<file path="config.mk">
export PLATFORM = sky130hd
export DESIGN_NAME = router_pkt_tx
export DESIGN_NICKNAME = d
export VERILOG_FILES = /design/src/rtl/router_pkg.sv /design/src/rtl/router_parity_acc.sv /design/src/rtl/router_pkt_tx.sv
export SDC_FILE = /design/constraint.sdc
export NUM_CORES = 1
export LEC_CHECK = 0
export ABC_CLOCK_PERIOD_IN_PS = 2130
export CAP_MARGIN = 20
export CORE_MARGIN = 3
export CORE_UTILIZATION = 53
export CTS_CLUSTER_DIAMETER = 80
export CTS_CLUSTER_SIZE = 12
export DETAILED_ROUTE_END_ITERATION = 10
export PLACE_DENSITY = 0.88
export SLEW_MARGIN = 20
export SYNTH_ARGS = -nofsm -noshare
export SYNTH_HDL_FRONTEND = slang
export SYNTH_SLANG_ARGS = --single-unit
</file>
<file path="constraint.sdc">
create_clock -name clock -period 2.13 [get_ports clock]
set_input_delay 0.213 -clock clock [delete_from_list [all_inputs] [get_ports clock]]
set_output_delay 0.213 -clock clock [all_outputs]
set_load 0.01 [all_outputs]
</file>
<file path="src/rtl/router_pkg.sv">
// Shared types and header helpers for the router packet transmit/receive paths.
// Header byte layout: length in the upper six bits, destination port in the lower two.
package router_pkg;

    localparam int LEN_W  = 6;
    localparam int ADDR_W = 2;
    localparam logic [ADDR_W-1:0] ILLEGAL_ADDR = 2'b11;

    typedef enum logic [2:0] {
        IDLE,
        HEADER,
        PAYLOAD,
        PARITY,
        GAP
    } tx_state_t;

    typedef struct packed {
        logic [LEN_W-1:0]  len;
        logic [ADDR_W-1:0] addr;
    } hdr_t;

    function automatic logic [7:0] hdr_pack(input logic [LEN_W-1:0] len,
                                            input logic [ADDR_W-1:0] addr);
        hdr_t h;
        h.len  = len;
        h.addr = addr;
        return h;
    endfunction

    function automatic hdr_t hdr_unpack(input logic [7:0] b);
        return hdr_t'(b);
    endfunction

endpackage

</file>
<file path="src/rtl/router_parity_acc.sv">
// Byte-wide XOR parity accumulator: clear wins over load, load wins over accumulate.
// Result is registered; the value is available the cycle after the update.
module router_parity_acc (
    input  logic       clock,
    input  logic       reset,
    input  logic       clear,
    input  logic       load,
    input  logic       xor_en,
    input  logic [7:0] din,
    output logic [7:0] acc
);

    always_ff @(posedge clock) begin
        if (reset || clear) begin
            acc <= 8'h00;
        end else if (load) begin
            acc <= din;
        end else if (xor_en) begin
            acc <= acc ^ din;
        end
    end

endmodule

</file>
<file path="src/rtl/router_pkt_tx.sv">
// Serialises header, payload and parity onto the router input; one byte per cycle when not busy.
// router_busy freezes data_out/pkt_valid; src_ready (combinational) stalls the source in step.
module router_pkt_tx
    import router_pkg::*;
#(
    parameter int GAP_CYCLES = 2,
    parameter int MAX_LEN    = 63
) (
    input  logic        clock,
    input  logic        reset,
    input  logic        start,
    input  logic [1:0]  dest_addr,
    input  logic [5:0]  pay_len,
    input  logic        corrupt_parity,
    input  logic [7:0]  src_data,
    input  logic        src_valid,
    output logic        src_ready,
    input  logic        router_busy,
    output logic        pkt_valid,
    output logic [7:0]  data_out,
    output logic        tx_active,
    output logic        done,
    output logic        reject,
    output logic [15:0] pkt_count
);

    localparam logic [LEN_W-1:0] MAX_LEN_L = LEN_W'(MAX_LEN);
    localparam logic [3:0]       GAP_L     = 4'(GAP_CYCLES);

    tx_state_t        state;
    logic [LEN_W-1:0] len_cnt;
    logic [3:0]       gap_cnt;
    logic             corrupt_q;
    logic             loaded;
    logic [7:0]       parity;

    logic             start_ok;
    logic             consume;
    logic             acc_load;
    logic             acc_clear;
    logic [7:0]       acc_din;

    always_comb begin
        start_ok = (dest_addr != ILLEGAL_ADDR) && (pay_len != '0) && (pay_len <= MAX_LEN_L);
    end

    // The header hand-off fetches the first payload byte so no byte is ever shown twice.
    always_comb begin
        src_ready = 1'b0;
        case (state)
            HEADER:  src_ready = !router_busy;
            PAYLOAD: src_ready = (len_cnt != '0) && (!loaded || !router_busy);
            default: src_ready = 1'b0;
        endcase
    end

    always_comb begin
        consume   = src_ready && src_valid;
        acc_load  = (state == IDLE) && start && start_ok;
        acc_clear = (state == PARITY) && !router_busy;
        acc_din   = acc_load ? hdr_pack(pay_len, dest_addr) : src_data;
    end

    router_parity_acc u_parity (
        .clock  (clock),
        .reset  (reset),
        .clear  (acc_clear),
        .load   (acc_load),
        .xor_en (consume),
        .din    (acc_din),
        .acc    (parity)
    );

    always_ff @(posedge clock) begin
        if (reset) begin
            state     <= IDLE;
            pkt_valid <= 1'b0;
            data_out  <= 8'h00;
            tx_active <= 1'b0;
            done      <= 1'b0;
            reject    <= 1'b0;
            pkt_count <= 16'h0000;
            len_cnt   <= '0;
            gap_cnt   <= 4'h0;
            corrupt_q <= 1'b0;
            loaded    <= 1'b0;
        end else begin
            done   <= 1'b0;
            reject <= 1'b0;
            case (state)
                IDLE: begin
                    if (start) begin
                        if (start_ok) begin
                            data_out  <= hdr_pack(pay_len, dest_addr);
                            pkt_valid <= 1'b1;
                            len_cnt   <= pay_len;
                            corrupt_q <= corrupt_parity;
                            loaded    <= 1'b1;
                            tx_active <= 1'b1;
                            state     <= HEADER;
                        end else begin
                            reject <= 1'b1;
                        end
                    end
                end
                HEADER: begin
                    if (!router_busy) begin
                        state <= PAYLOAD;
                        if (src_valid) begin
                            data_out <= src_data;
                            len_cnt  <= len_cnt - 1'b1;
                            loaded   <= 1'b1;
                        end else begin
                            loaded <= 1'b0;
                        end
                    end
                end
                PAYLOAD: begin
                    // loaded=0 means data_out was already accepted and is only being held.
                    if (loaded && !router_busy && (len_cnt == '0)) begin
                        data_out  <= corrupt_q ? ~parity : parity;
                        pkt_valid <= 1'b0;
                        state     <= PARITY;
                    end else if (consume) begin
                        data_out <= src_data;
                        len_cnt  <= len_cnt - 1'b1;
                        loaded   <= 1'b1;
                    end else if (loaded && !router_busy) begin
                        loaded <= 1'b0;
                    end
                end
                PARITY: begin
                    if (!router_busy) begin
                        done      <= 1'b1;
                        pkt_count <= pkt_count + 16'd1;
                        gap_cnt   <= GAP_L;
                        state     <= GAP;
                    end
                end
                GAP: begin
                    if (gap_cnt <= 4'd1) begin
                        gap_cnt   <= 4'h0;
                        tx_active <= 1'b0;
                        state     <= IDLE;
                    end else begin
                        gap_cnt <= gap_cnt - 4'd1;
                    end
                end
                default: begin
                    state     <= IDLE;
                    pkt_valid <= 1'b0;
                    tx_active <= 1'b0;
                end
            endcase
        end
    end

endmodule

</file>
## Yosys cells after proc, flatten, opt, wreduce, memory -nomap -nowiden

Cells that the tools add are included.

| storage, ports and cells | value |
|---|---|
| bits in registers | 51 |
| input bits | 22 |
| output and inout port bits | 29 |
| logic and storage cells | 117 |

| cells by class | value |
|---|---|
| add/subtract/negate cells | 3 |
| magnitude comparators | 2 |
| eq/ne operators | 16 |
| multiplexer cells | 43 |
| bitwise gates (word level) | 8 |
| reduce and logical (&&, ||, !) cells | 33 |

Operators by type and width:

| kind | number |
|---|---|
| $mux 8 | 10 |
| $mux 6 | 6 |
| $pmux 8 s3 | 1 |
| $ne 2x2->1 const B | 10 |
| $mux 3 | 6 |
| $pmux 6 s3 | 1 |
| $reduce_and 6->1 | 3 |
| $add 16x1->16 const B | 1 |
| $pmux 3 s5 | 1 |
| $reduce_bool 6->1 | 2 |
| $mux 1 | 11 |
| $logic_and 1x1->1 | 9 |
| $pmux 1 s3 | 3 |
| $reduce_or 3->1 | 3 |
| $mux 4 | 2 |
| $not 8->8 | 1 |
| $pmux 4 s2 | 1 |
| $reduce_and 4->1 | 2 |
| $xor 8x8->8 | 1 |
| $reduce_and 7->1 | 1 |
| $eq 3x2->1 const B | 2 |
| $le 6x6->1 const B | 1 |
| $logic_not 6->1 | 1 |
| $ne 3x3->1 const B | 2 |
| 15 further kinds | 24 |

## Longest topological paths before layout

| depth | value |
|---|---|
| word-level depth | 8 |
| depth in mapped cells | 8 |
| depth with buffers taken out | 7 |

## Hierarchy

A second synthesis with hierarchy kept.

| second synthesis, totals | value |
|---|---|
| cell total of the unflattened synthesis | 377 |
| area total of the unflattened synthesis | 3150.5 µm² |

Modules (own cells, without submodules):

| module | times used | cells an instance | area each (µm²) | seq. area each (µm²) |
|---|---|---|---|---|
| router_pkt_tx | 1 | 325 | 2732.6 | 860.8 |
| router_parity_acc | 1 | 52 | 417.9 | 160.2 |

## Least setup slack after synthesis

Ideal clock, no wire load.

| timing | value |
|---|---|
| path kind | flip-flop to flip-flop |
| start point | register len_cnt[0] |
| end point | register data_out[0] |
| setup time | 0.091 ns |
| arrival | 1.654 ns |
| required time | 2.039 ns |
| slack | 0.385 ns |
| cell stages (with the launch flop) | 8 |
| path buffers | 0 |
| clock period less this slack | 1.745 ns |
| cells stage by stage | dfxtp_1 > inv_1 > ha_1 > nand2b_1 > nor3_1 > nor2_1 > a221oi_1 > a311oi_1 |

| on the way | value |
|---|---|
| longest elaborated chain between the ends | 6 |
| elaborated cells on any way between the ends | 10 |
| those cells by class | eq/ne (1); mux (3); reduce/logical (6) |

RTL lines:

| item | line | source |
|---|---|---|
| start: declaration | router_pkt_tx.sv:31 | `logic [LEN_W-1:0] len_cnt;` |
| start signal: assignment | router_pkt_tx.sv:96 | `len_cnt <= pay_len;` |
| start signal: assignment | router_pkt_tx.sv:111 | `len_cnt <= len_cnt - 1'b1;` |
| start signal: assignment | router_pkt_tx.sv:126 | `len_cnt <= len_cnt - 1'b1;` |
| $reduce_bool 6->1 | router_pkt_tx.sv:52 | `PAYLOAD: src_ready = (len_cnt != '0) && (!loaded \|\| !router_busy);` |
| $logic_and 1x1->1 | router_pkt_tx.sv:52 |  |
| $pmux 1 s2 | router_pkt_tx.sv:50 | `case (state)` |
| $logic_and 1x1->1 | router_pkt_tx.sv:58 | `consume = src_ready && src_valid;` |
| $ne 3x3->1 (no source line) | -- |  |
| $reduce_and 6->1 (no source line) | -- |  |
| end signal: assignment | router_pkt_tx.sv:94 | `data_out <= hdr_pack(pay_len, dest_addr);` |
| end signal: assignment | router_pkt_tx.sv:110 | `data_out <= src_data;` |
| end signal: assignment | router_pkt_tx.sv:121 | `data_out <= corrupt_q ? ~parity : parity;` |
| end: declaration | router_pkt_tx.sv:20 | `output logic [7:0] data_out,` |

Parallel ways exist; a longest one is shown, timed or not.
A chain may end at the register's enable or synchronous reset.

## Worst setup path after layout

| timing | value |
|---|---|
| start point | register state[0] |
| end point | output src_ready |

| on the way | value |
|---|---|
| longest elaborated chain between the ends | 2 |
| elaborated cells on any way between the ends | 3 |
| those cells by class | eq/ne (2); mux (1) |

RTL lines:

| item | line | source |
|---|---|---|
| start: declaration | router_pkt_tx.sv:30 | `tx_state_t state;` |
| start signal: assignment | router_pkt_tx.sv:76 | `state <= IDLE;` |
| start signal: assignment | router_pkt_tx.sv:100 | `state <= HEADER;` |
| start signal: assignment | router_pkt_tx.sv:108 | `state <= PAYLOAD;` |
| $eq 3x2->1 or $eq 3x1->1 (tied branches) | router_pkt_tx.sv:50 |  |
| $pmux 1 s2 * | router_pkt_tx.sv:50 |  |
| end: declaration | router_pkt_tx.sv:17 | `output logic src_ready,` |

Every way passes the cells marked *; elsewhere a longest branch is shown, timed or not.

==> results.yml <==
global_route:
  grt_pass1_vias: 2854
  grt_usage_pct: 25.90
  antenna_found_initial: 0
  grt.overflow.total: 0
  grt_max_degree: 46
  grt_pass1_wl_um: 13420
yosys:
  async_reset_ff_share_pct: 0
  synth.yosys.seq_area_share_pct: 33.83
  synth.distinct_cells: 58
  syn_area_um2: 3018
  synth_edf_count: 0
  ys_ff_latch: 51
  syn-num-nets: 390
  syn-mean-instance-area_um2: 8.314
  yosys_most_used_dff: "dfxtp_1"
  synthCells: 363
  ys_warn_count: 0
clock_tree:
  cts_num_sinks: 51
  htreeDepth: 2
  cts.path.max_buffers: 2
  tritoncts: "done"
  clk_latency_ps: 310
  clockRootBuffer: "clkbuf_8"
  numCtsBuffers: 5
  path_clk_slew_ps: 90
placement:
  io_buffers: 50
  routabilityCongestion: 0.9099
  dpl.hpwl_um: 5776
die:
  die_area_um2: 6636
  io_pins: 51
  die_x_um: 81.46
  fp-row-count: 26
  core_um2: 5303
  initial_core_util_pct: 56.91
  die_h_um: 81.46
worst_setup_path:
  regToRegSetupSlack_ps: 130
  path_max_fanout: 8
  r2r-end: "loaded"
  path_class: "reg2out"
  cp_data_required_time_ps: 1920
  crit_start: "state[0]"
  end_kind: "primary output"
  r2r-start: "state[1]"
  worstSetupStartpointType: "flop"
  arrival_ps: 1860
  worst-r2r-cell-count: 6
cells_and_area:
  syn_to_final_growth_pct: 27.57
  nFillCells: 403
  utilization_pct: 72.61
  drive_above_1_share_pct: 14.88
  multiInputGateArea_um2: 1843
  seq_area_um2: 1025
  finalNetCount: 457
  n_antenna_cell: 0
sta:
  whs_ps: 463.6
  hold_viol: 0
  fin_skew_ps: 9.437
  slew_violations: 0
  slew-limit-headroom_pct: 54.23
  finalCritPeriodShare_pct: 97.45
  fin_crit_ps: 2076
  rsz0062_at_grt: "false"
  setup_violations: 0
  worstMarginPinSlew_ps: 681.3
  fmax_mhz: 481.7
routing:
  wirelength_um: 8230
  drc: 0
  viasPerCell: 6.200
  vias: 3100
  wl_per_cell_um: 16.46
  firstDrtPassIters: 5
  antenna_left: 0
  drt-initial-drc-count: 365
run:
  drv_cap: 0
worst_hold_path:
  min_to: "tx_active"
  hold_class: "reg2reg"
  worstHoldPathCells: 2
  min_from: "tx_active"
power_and_ir_drop:
  p_leak_nw: 1.458
  cellPowerDensity_nw_per_um2: 738.1
  peakVddDrop_mv: 0.4997
run_status:
  outcome: "finished clean"
==> state kept, by name, indices dropped and copies added, names as in the netlist, 3 cells and up <==
name and flops:
pkt_count 16, len_cnt 6, data_out 8, u_parity.acc 8
gap_cnt 4, state 3
==> kinds of logic (layout without fill, tap and decap cells) <==
family | after synthesis | count (layout) | share of synthesized area [%]
buf+inv | 33 | 100 | 6.053
fa+ha+maj | 5 | 5 | 2.073
compound gates | 103 | 103 | 24.17
mux | 4 | 4 | 1.327
flops | 51 | 51 | 33.83
xor+xnor | 28 | 28 | 8.126
simple gates | 139 | 139 | 24.42
==> power breakdown <==
part / total, W / switching, W / internal [W]
sequential: 0.00115 / 0.0000962 / 0.00105
clock: 0.000658 / 0.000313 / 0.000345
combinational: 0.00104 / 0.000529 / 0.000508
total: 0.00284 / 0.000938 / 0.00190
==> area by class of cell <==
type,instances,share of cell area [%]
Multi-Input combinational cell,279,47.87
Sequential cell,51,26.62
Timing Repair Buffer,85,19.79
Tap cell,70,2.275
Clock buffer,6,1.885
Clock inverter,1,0.7800
Inverter,8,0.7800
==> Yosys cell counts (9+ instances only) <==
cell type,n,area share (%)
xnor2_1,13,3.8
and3_1,9,1.9
xor2_1,15,4.4
a221oi_1,9,2.6
nor3_1,12,2.0
nor2_1,39,4.9
clkbuf_1,11,1.4
nor2b_1,17,3.5
dfxtp_1,51,34
nand2_1,22,2.7
o21ai_0,17,2.8
a21oi_1,31,5.1
==> worst max-delay path by stage <==
stage | to
after global routing | src_ready
after global placement | len_cnt[4]
after floorplan | data_out[0]
after detailed placement | loaded
after CTS | src_ready
final | src_ready
==> what timing repair did <==
action	4_1_cts	5_1_grt
buffers inserted	0	0
pin swaps	1	0
hold buffers	0	0
resized for setup	5	4
endpoints found under the setup margin	1	11
==> worst max-delay path, cell delays in order (launching register included) <==
cell           delay, ps
dfxtp_2              370
or4_1                550
o221ai_2             260
nor2_1                80
dlygate4sd2_1        290
==> layout by cell type (no fill, tap or decap), types with 6 or more instances in the layout <==
cell type | synthesis | final
nor4_1 | 6 | 6
nor2_1 | 39 | 38
xor2_1 | 15 | 15
nand2_1 | 22 | 22
nor2b_1 | 17 | 16
a221oi_1 | 9 | 9
a21oi_1 | 31 | 31
clkdlybuf4s50_1 | 0 | 49
nor3_1 | 12 | 12
buf_4 | 0 | 35
a221o_1 | 8 | 8
a311oi_1 | 8 | 8
and3_1 | 9 | 9
xnor2_1 | 13 | 13
dfxtp_1 | 51 | 48
o21ai_0 | 17 | 17
or3_1 | 6 | 6
inv_1 | 8 | 8
==> routing by layer <==
metal / up-vias / global-route usage (%) / part of all wire [%]
met2: 169 / 43.40 / 45
met4: 0 / 10.30 / 3.9
li1: 1458 / - / -
met5: - / 0 / 0
met1: 1440 / 32.59 / 42
met3: 33 / 5.044 / 9.0
==> per-stage QoR <==
step	area [um2]	TNS [ps]	setup WS, ps	total power (W)	cells
2_1_floorplan	3018	0	385.4	0.001798	363
3_3_place_gp	3716	-5.419	-5.419	0.002113	493
3_5_place_dp	3716	-515.3	-120.6	0.002145	493
4_1_cts	3829	0	66.57	0.002808	500
5_1_grt	3850	0	6.603	0.002972	500
6_report	3850	0	54.23	0.002842	500
Power figures use the tool's default switching activity.
